### src/rtl/sound_sample_decimator_pkg.sv
// Shared types and defaults for the sound sample decimator slice.
package sound_sample_decimator_pkg;

  localparam int unsigned SAMPLE_W       = 20;
  localparam int unsigned DEF_WIN_LOG2   = 6;
  localparam int unsigned DEF_FIFO_DEPTH = 4;

  // One averaged stereo pair as stored in the FIFO.
  typedef struct packed {
    logic [SAMPLE_W-1:0] left;
    logic [SAMPLE_W-1:0] right;
  } stereo_sample_t;

  // Occupancy width: must be able to represent a completely full FIFO.
  function automatic int unsigned level_w(input int unsigned depth);
    return int'($clog2(depth)) + 1;
  endfunction

endpackage

### src/rtl/sound_sample_decimator_if.sv
// Mixer-side samples in, AC97-side pair out, plus FIFO status.
interface sound_sample_decimator_if
  import sound_sample_decimator_pkg::*;
#(
  parameter int unsigned FIFO_DEPTH = DEF_FIFO_DEPTH
) ();

  localparam int unsigned LEVEL_W = level_w(FIFO_DEPTH);

  logic [SAMPLE_W-1:0] so1;
  logic [SAMPLE_W-1:0] so2;
  logic                sample_en;
  logic                pop;
  logic                clr_flags;
  logic [SAMPLE_W-1:0] left_sample;
  logic [SAMPLE_W-1:0] right_sample;
  logic [LEVEL_W-1:0]  level;
  logic                underflow;
  logic                overflow;

  modport master (
    output so1, so2, sample_en, pop, clr_flags,
    input  left_sample, right_sample, level, underflow, overflow
  );

  modport slave (
    input  so1, so2, sample_en, pop, clr_flags,
    output left_sample, right_sample, level, underflow, overflow
  );

endinterface

### src/rtl/sound_sample_decimator_fifo.sv
// Single-clock stereo-pair FIFO; a pop on a full FIFO frees room for a same-cycle push.
module sound_sample_decimator_fifo
  import sound_sample_decimator_pkg::*;
#(
  parameter int unsigned DEPTH = DEF_FIFO_DEPTH
) (
  input  logic                      clk,
  input  logic                      rst,
  input  logic                      push,
  input  stereo_sample_t            push_data,
  input  logic                      pop,
  output stereo_sample_t            head_c,
  output logic                      full_c,
  output logic                      empty_c,
  output logic [$clog2(DEPTH):0]    level
);

  localparam int unsigned AW      = $clog2(DEPTH);
  localparam int unsigned LEVEL_W = AW + 1;

  stereo_sample_t mem [DEPTH];
  logic [AW-1:0]  wr_ptr;
  logic [AW-1:0]  rd_ptr;
  logic           push_ok_c;
  logic           pop_ok_c;

  // Status and accept decisions from pre-edge occupancy.
  always_comb begin
    empty_c   = (level == '0);
    full_c    = (level == LEVEL_W'(DEPTH));
    pop_ok_c  = pop && !empty_c;
    push_ok_c = push && (!full_c || pop_ok_c);
    head_c    = mem[rd_ptr];
  end

  // Pointers wrap naturally because DEPTH is a power of two.
  always_ff @(posedge clk or posedge rst) begin
    if (rst) begin
      wr_ptr <= '0;
      rd_ptr <= '0;
      level  <= '0;
    end else begin
      if (push_ok_c) wr_ptr <= wr_ptr + AW'(1);
      if (pop_ok_c)  rd_ptr <= rd_ptr + AW'(1);
      case ({push_ok_c, pop_ok_c})
        2'b10:   level <= level + LEVEL_W'(1);
        2'b01:   level <= level - LEVEL_W'(1);
        default: level <= level;
      endcase
    end
  end

  // Storage array; contents are don't-care until written.
  always_ff @(posedge clk) begin
    if (push_ok_c) mem[wr_ptr] <= push_data;
  end

endmodule

### src/rtl/sound_sample_decimator.sv
// Box-car averages SO1/SO2 over 2^WIN_LOG2 enabled samples and buffers pairs for AC97.
module sound_sample_decimator
  import sound_sample_decimator_pkg::*;
#(
  parameter int unsigned WIN_LOG2   = DEF_WIN_LOG2,
  parameter int unsigned FIFO_DEPTH = DEF_FIFO_DEPTH
) (
  input  logic                      clk,
  input  logic                      rst,
  sound_sample_decimator_if.slave   bus
);

  localparam int unsigned ACC_W = SAMPLE_W + WIN_LOG2;

  logic [ACC_W-1:0]    acc_l;
  logic [ACC_W-1:0]    acc_r;
  logic [WIN_LOG2-1:0] win_cnt;
  logic [ACC_W-1:0]    sum_l_c;
  logic [ACC_W-1:0]    sum_r_c;
  logic                win_close_c;
  logic                push_req;
  stereo_sample_t      push_data;
  stereo_sample_t      head_c;
  logic                fifo_full_c;
  logic                fifo_empty_c;
  logic                pop_ok_c;
  logic                under_evt_c;
  logic                over_evt_c;

  // Running sums including this cycle's sample, so the closing sample is never lost.
  always_comb begin
    sum_l_c     = acc_l + ACC_W'(bus.so2);
    sum_r_c     = acc_r + ACC_W'(bus.so1);
    win_close_c = bus.sample_en && (win_cnt == {WIN_LOG2{1'b1}});
  end

  // Accumulate enabled samples; restart from zero when the window closes.
  always_ff @(posedge clk or posedge rst) begin
    if (rst) begin
      acc_l   <= '0;
      acc_r   <= '0;
      win_cnt <= '0;
    end else if (bus.sample_en) begin
      win_cnt <= win_cnt + WIN_LOG2'(1);
      if (win_close_c) begin
        acc_l <= '0;
        acc_r <= '0;
      end else begin
        acc_l <= sum_l_c;
        acc_r <= sum_r_c;
      end
    end
  end

  // Register the truncated average; it is written into the FIFO on the next edge.
  always_ff @(posedge clk or posedge rst) begin
    if (rst) begin
      push_req  <= 1'b0;
      push_data <= '0;
    end else begin
      push_req <= win_close_c;
      if (win_close_c) begin
        push_data.left  <= SAMPLE_W'(sum_l_c >> WIN_LOG2);
        push_data.right <= SAMPLE_W'(sum_r_c >> WIN_LOG2);
      end
    end
  end

  sound_sample_decimator_fifo #(
    .DEPTH (FIFO_DEPTH)
  ) u_fifo (
    .clk       (clk),
    .rst       (rst),
    .push      (push_req),
    .push_data (push_data),
    .pop       (bus.pop),
    .head_c    (head_c),
    .full_c    (fifo_full_c),
    .empty_c   (fifo_empty_c),
    .level     (bus.level)
  );

  // Pop judged on pre-edge contents; overflow only when no pop makes room.
  always_comb begin
    pop_ok_c    = bus.pop && !fifo_empty_c;
    under_evt_c = bus.pop && fifo_empty_c;
    over_evt_c  = push_req && fifo_full_c && !pop_ok_c;
  end

  // AC97 output pair: loads the head on a successful pop, otherwise holds.
  always_ff @(posedge clk or posedge rst) begin
    if (rst) begin
      bus.left_sample  <= '0;
      bus.right_sample <= '0;
    end else if (pop_ok_c) begin
      bus.left_sample  <= head_c.left;
      bus.right_sample <= head_c.right;
    end
  end

  // Sticky flags; a new event beats a same-cycle clear.
  always_ff @(posedge clk or posedge rst) begin
    if (rst) begin
      bus.underflow <= 1'b0;
      bus.overflow  <= 1'b0;
    end else begin
      bus.underflow <= under_evt_c || (bus.underflow && !bus.clr_flags);
      bus.overflow  <= over_evt_c  || (bus.overflow  && !bus.clr_flags);
    end
  end

endmodule
### src/flat_wrapper.sv
// flat-port wrapper written by rule: the top's interface ports become plain ports
module sound_sample_decimator_flat import sound_sample_decimator_pkg::*;
#(
  parameter int unsigned WIN_LOG2   = DEF_WIN_LOG2,
  parameter int unsigned FIFO_DEPTH = DEF_FIFO_DEPTH
)
  (clk, rst, bus_so1, bus_so2, bus_sample_en, bus_pop, bus_clr_flags, bus_left_sample, bus_right_sample, bus_level, bus_underflow, bus_overflow);
  sound_sample_decimator_if #(.FIFO_DEPTH(FIFO_DEPTH)) bus_i ();
  input  logic clk;
  input  logic rst;
  input wire logic [$bits(bus_i.so1)-1:0] bus_so1;
  input wire logic [$bits(bus_i.so2)-1:0] bus_so2;
  input wire logic [$bits(bus_i.sample_en)-1:0] bus_sample_en;
  input wire logic [$bits(bus_i.pop)-1:0] bus_pop;
  input wire logic [$bits(bus_i.clr_flags)-1:0] bus_clr_flags;
  output wire logic [$bits(bus_i.left_sample)-1:0] bus_left_sample;
  output wire logic [$bits(bus_i.right_sample)-1:0] bus_right_sample;
  output wire logic [$bits(bus_i.level)-1:0] bus_level;
  output wire logic [$bits(bus_i.underflow)-1:0] bus_underflow;
  output wire logic [$bits(bus_i.overflow)-1:0] bus_overflow;
  assign bus_i.so1 = bus_so1;
  assign bus_i.so2 = bus_so2;
  assign bus_i.sample_en = bus_sample_en;
  assign bus_i.pop = bus_pop;
  assign bus_i.clr_flags = bus_clr_flags;
  assign bus_left_sample = bus_i.left_sample;
  assign bus_right_sample = bus_i.right_sample;
  assign bus_level = bus_i.level;
  assign bus_underflow = bus_i.underflow;
  assign bus_overflow = bus_i.overflow;
  sound_sample_decimator #(.WIN_LOG2(WIN_LOG2), .FIFO_DEPTH(FIFO_DEPTH)) u_core (.clk(clk), .rst(rst), .bus(bus_i));
endmodule
### config.mk
export PLATFORM = sky130hd
export DESIGN_NAME = sound_sample_decimator_flat
export DESIGN_NICKNAME = d
export VERILOG_FILES = /design/src/rtl/sound_sample_decimator_pkg.sv /design/src/rtl/sound_sample_decimator_if.sv /design/src/rtl/sound_sample_decimator_fifo.sv /design/src/rtl/sound_sample_decimator.sv /design/src/flat_wrapper.sv
export SDC_FILE = /design/constraint.sdc
export NUM_CORES = 1
export LEC_CHECK = 0
export CAP_MARGIN = 5
export CORE_MARGIN = 3
export CORE_UTILIZATION = 30
export DETAILED_ROUTE_END_ITERATION = 16
export PLACE_DENSITY = 0.45
export SLEW_MARGIN = 20
export SYNTH_ARGS = -nofsm -noshare
export SYNTH_HDL_FRONTEND = slang
export SYNTH_SLANG_ARGS = --single-unit
### constraint.sdc
create_clock -name clk -period 5.7 [get_ports clk]
set_input_delay 0.57 -clock clk [delete_from_list [all_inputs] [get_ports clk]]
set_output_delay 0.57 -clock clk [all_outputs]
set_load 0.01 [all_outputs]
Yosys cells after proc, flatten, opt, wreduce, memory -nomap -nowiden --
Memories as Yosys holds them, arrays and structs flattened. A register that Yosys moved wholly into a read port is not among the register bits. Index checks and enable logic that the tools add are counted.
Storage, ports and cells: input port bits 45, word-level logic and storage cells 45, memories 1, output and inout port bits 45, RAM bits 160, flip-flop bits (word level) 108
Memory list:
- u_core.u_fifo.mem | depth 4, width 40, rd ports 1, clocked after memory_dff 1, write ports 1, RTL line sound_sample_decimator_fifo.sv:21 | stereo_sample_t mem [DEPTH];
Cells by class: add/subtract/negate cells 7, reductions and logical operators 17, muxes and demuxes 5, equal/unequal tests 4
Operators with widths (count):
- $add 26x20->26 | 2
- $mux 26 | 2
- $logic_and 1x1->1 | 8
- $add 6x1->6 const B | 1
- $eq 6x6->1 const B | 1
- $pmux 3 s2 | 1
- $add 2x1->2 const B | 2
- $logic_not 1->1 | 4
- $add 3x1->3 const B | 1
- $eq 3x3->1 const B | 1
- $logic_not 3->1 | 1
- $logic_or 1x1->1 | 3
- $sub 3x1->3 const B | 1
- $eq 2x1->1 const B | 1
- $eq 2x2->1 const B | 1
- $mux 1 | 2
- $reduce_bool 2->1 | 1

Longest topological paths before layout --
depth after elaboration 7, gate-level depth with buffers 10, depth with buffers taken out 9

Hierarchy --
Synthesis repeated with hierarchy kept, for this count alone.
Second synthesis, totals: cells, all modules 1022, area total of the unflattened synthesis 13832.0 sq um
By module, submodules not included:
- sound_sample_decimator | cells each 755, seq. area each 3528.4 sq um, area an instance 7548.5 sq um, instances 1
- sound_sample_decimator_fifo | cells each 267, seq. area each 4979.8 sq um, area an instance 6283.5 sq um, instances 1

Least setup slack after synthesis --
OpenSTA, ideal clock, no wires.
path kind input to register, start input port bus_so1[0], end register u_core.acc_r[22], setup time 126 ps, setup slack 2773 ps, buffers on the path 1, data required time 5574 ps, stages on the path 10, arrival 2801 ps, path through ha_1 -> fa_1 -> a21o_1 -> a31o_2 -> o221ai_2 -> o32ai_2 -> a311oi_1 -> buf_2 -> nor2_1 -> a311o_1
On the way: cells in the longest elaborated chain, start to end 2
Ends and longest elaborated chain:
- start, declared | RTL line flat_wrapper.sv:11 | input wire logic [$bits(bus_i.so1)-1:0] bus_so1;
- $add 26x20->26 | RTL line sound_sample_decimator.sv:33 | sum_r_c = acc_r + ACC_W'(bus.so1);
- $mux 26 | RTL line sound_sample_decimator.sv:45 | if (win_close_c) begin
- end signal, assigned | RTL line sound_sample_decimator.sv:50 | acc_r <= sum_r_c;
- end, declared | RTL line sound_sample_decimator.sv:16 | logic [ACC_W-1:0] acc_r;
No other way between the ends. A chain may end at the register's enable or synchronous reset.

Final worst setup path --
start input port bus_sample_en, end register u_core.acc_r[22]
On the way: cells in the longest elaborated chain, start to end 2
Ends and longest elaborated chain:
- start, declared | RTL line flat_wrapper.sv:13 | input wire logic [$bits(bus_i.sample_en)-1:0] bus_sample_en;
- $logic_and 1x1->1 | RTL line sound_sample_decimator.sv:34 | win_close_c = bus.sample_en && (win_cnt == {WIN_LOG2{1'b1}});
- $mux 26 | RTL line sound_sample_decimator.sv:45
Several ways; a longest one is shown, not always the timed one.

==> impl_metrics.yaml <==
cts:
  clk_latency_ns: 0.52
  clkTransAtPathRegs_ns: 0.06
  clk_path_buf_depth: 3
  cts-buffers-inserted: 36
  root_buffer: "clkbuf_16"
  cts_sinks: 308
  cts_hold_buf: 0
  htreeDepth: 2
  cts_setup_buffers: 0
  cts_tree: "built"
  ctsResizeCount: 0
worst_setup_path:
  r2r_start: "u_core.win_cnt[0]"
  ff2ff_path_depth: 8
  cp-start-kind: "primary input"
  crit_path_max_incr_delay_ns: 0.76
  reg2reg_slack_ns: 2.42
  cp_common_cell: "buf_4"
  critPathBufInv: 4
  cp-endpoint: "u_core.acc_r[22]"
  rr_endpoint: "u_core.acc_r[22]"
  cp.arrival_ns: 3.79
  path_cells: "clkdlybuf4s50_1, buf_4, nand4_1, or2_2, buf_4, clkinv_1, or4_1, nor2_1, a311o_1"
  cpLargestDelayFamily: "buffers and inverters"
  critical_path.slowest_cell: "clkinv_1"
  cp.depth: 9
  critPathMaxFanout: 88
  cp-end-kind: "flip-flop"
  crit_start: "bus_sample_en"
  crit_required_ns: 6.15
  critPathKind: "primary input to flip-flop"
sta:
  relSlewSlack_pct: 37.3
  tns_ns: 0
  hold_viol_final: 0
  rsz0062_at_grt: "false"
  final-setup-viol-count: 0
  finalHoldWorstSlack_ns: 0.468
  tightestPinTransition_ns: 0.940
  drv_slew: 0
  fmax_mhz: 300
  fin_skew_ns: 0.0134
  min_period_over_period_pct: 58.5
  period_minus_slack_ns: 3.33
logic_synthesis:
  synth_enable_flop_cells: 160
  yosysTopAreaCell: "edfxtp_1"
  yosysTopAreaCellShare_pct: 35.3
  yosysSeqAreaShare_pct: 62.6
  avgSynthCellArea_um2: 14.1
  synth_cell_types: 68
  synth-async-reset-ratio_pct: 48.1
  yosysWarnings: 0
  syn_inst: 961
  yosys-top-cells-area: "edfxtp_1 (35%), dfrtp_1 (27%), mux4_2 (6.6%)"
  ys.flop_type: "edfxtp_1"
  synth_seq_cells: 308
  synth_area_um2: 13600
  synth_nets: 1055
placement:
  globalplace.congestion: 0.765
  place_area_um2: 15200
  port_buffers: 89
  dpl.hpwl_um: 19600
floorplan:
  fp.dieH_um: 219
  die-area_um2: 47900
  io_pins: 90
  die_width_um: 219
  rows: 77
  coreArea_um2: 44500
  initial_core_util_pct: 30.6
grt:
  grt_max_degree: 89
  track_usage_pct: 12.8
  grt_first_pass_wirelength_um: 48100
  grt_pass1_vias: 8251
  antenna_found_initial: 0
  grt_overflow_total: 0
detailed_routing:
  vias_per_cell: 4.76
  wl_um: 30200
  drcViolationCount: 0
  wl_per_cell_um: 18.0
  final_antenna_net_count: 0
  vias: 7971
  drt_iter0_markers: 460
  first_pass_iters: 4
final_layout:
  diodes: 0
  area_growth_pct: 20.3
  final_core_util_pct: 36.7
  layout_commonest_cell: "edfxtp_1"
  final_area_um2: 16400
  nets: 1151
  layout_common_cells: "edfxtp_1 (160), dfrtp_1 (147), nand2_1 (90), clkdlybuf4s50_1 (89), o21ai_0 (62)"
  num-fill-cells: 4323
  layout-drive-gt1-share_pct: 15.1
job:
  drv_cap: 0
outcome:
  status: "completed"
power:
  p_switching_uw: 2740
  internal_power_uw: 5620
  pwr-share-comb_pct: 33.4
  p_total_uw: 8360
  power.leakage_uw: 0.00592
  p_sw_share_pct: 32.7
  p_seq_share_pct: 38.7
  p_per_area_nw_per_um2: 511
  vdd_drop_max_v: 0.000214
  clkPwrFrac_pct: 27.9
min_path:
  hp-class: "flip-flop to flip-flop"
## worst reg2reg max path, delay by kind of cell (launching register included)
kind,cells,cell delay [ns]
adders and majority gates,1,0.22
and+or+nand+nor,4,1.06
DFF,1,0.41
AOI/OAI and AO/OA,1,0.11
buffers and inverters,2,1.42
## metal layers
| metal | GRT usage (%) | wire, um |
|---|---|---|
| met5 | 0 | 0 |
| met4 | 3.35 | 561 |
| met3 | 2.37 | 1060 |
| met2 | 20.2 | 13800 |
| met1 | 18.2 | 14700 |
## power groups by stage
stage          registers [uW]  clock network [uW]  logic (uW)
2_1_floorplan            3160                   0        1970
3_3_place_gp             3290                   0        2810
3_5_place_dp             3300                   0        2830
4_1_cts                  3260                2410        2840
5_1_grt                  3320                2500        3120
6_report                 3240                2330        2790
## layout make-up
| class | instances | area (um^2) | share of cell area [%] |
|---|---|---|---|
| sequential | 308 | 8510 | 52.0 |
| multi-input combinational | 586 | 4830 | 29.6 |
| clock buffer | 50 | 995 | 6.08 |
| timing repair buffer | 102 | 988 | 6.04 |
| tap | 592 | 741 | 4.53 |
| clock inverter | 14 | 196 | 1.20 |
| inverter | 23 | 91.3 | 0.558 |
## flip-flops by register name, indices dropped and copies added (netlist names)
name                     count
u_core.u_fifo.wr_ptr         2
u_core.bus.left_sample      20
u_core.win_cnt               6
u_core.push_data            40
u_core.u_fifo.mem          160
u_core.bus.right_sample     20
u_core.push_req              1
u_core.acc_r                26
u_core.u_fifo.rd_ptr         2
u_core.bus.overflow          1
u_core.bus.underflow         1
u_core.u_fifo.level          3
u_core.acc_l                26
## Yosys cell counts (4+ instances only)
cell       number
edfxtp_1      160
dfrtp_1       148
nand2_1        90
o21ai_0        62
ha_1           46
mux2_2         40
mux4_2         40
o2bb2ai_1      38
a21oi_1        35
clkbuf_1       32
a21o_1         27
xnor2_1        24
xor2_1         24
nor2_1         22
inv_1          20
nand3_1        12
buf_1          10
nand4_1        10
o211ai_1        9
nor3_1          7
a31oi_1         6
o21bai_1        6
nor2b_1         5
o21a_1          5
o31ai_1         5
or3_1           5
or4_1           5
a211oi_1        4
and2_1          4
nand2b_1        4
## worst min path at each step
stage                                  from           endpoint  slack (ns)  depth (start not counted)
after floorplan           u_core.win_cnt[5]  u_core.win_cnt[5]        0.44                          1
after global placement    u_core.win_cnt[5]  u_core.win_cnt[5]        0.46                          1
after detailed placement  u_core.win_cnt[5]  u_core.win_cnt[5]        0.46                          1
after CTS                 u_core.win_cnt[5]  u_core.win_cnt[5]        0.47                          1
after global routing      u_core.win_cnt[5]  u_core.win_cnt[5]        0.49                          1
final                     u_core.win_cnt[5]  u_core.win_cnt[5]        0.47                          1
## stage by stage
step,worst slack (ns),std cells
finish,2.37,1675
global route,2.10,1675
CTS,2.33,1675
floorplan,1.15,961
global placement,1.81,1611
detailed placement,1.78,1611
## cell families (layout without fill, tap and decap cells)
logic type,after synthesis,after routing,synth area share (%)
DFF,308,308,62.6
and+or+nand+nor,181,181,6.24
adders and majority gates,49,49,4.67
muxes,80,80,9.94
xor gates and xnor gates,48,48,3.09
buffers and inverters,67,189,1.91
AOI/OAI and AO/OA,228,228,11.6
(Power assumes the default switching activity.)
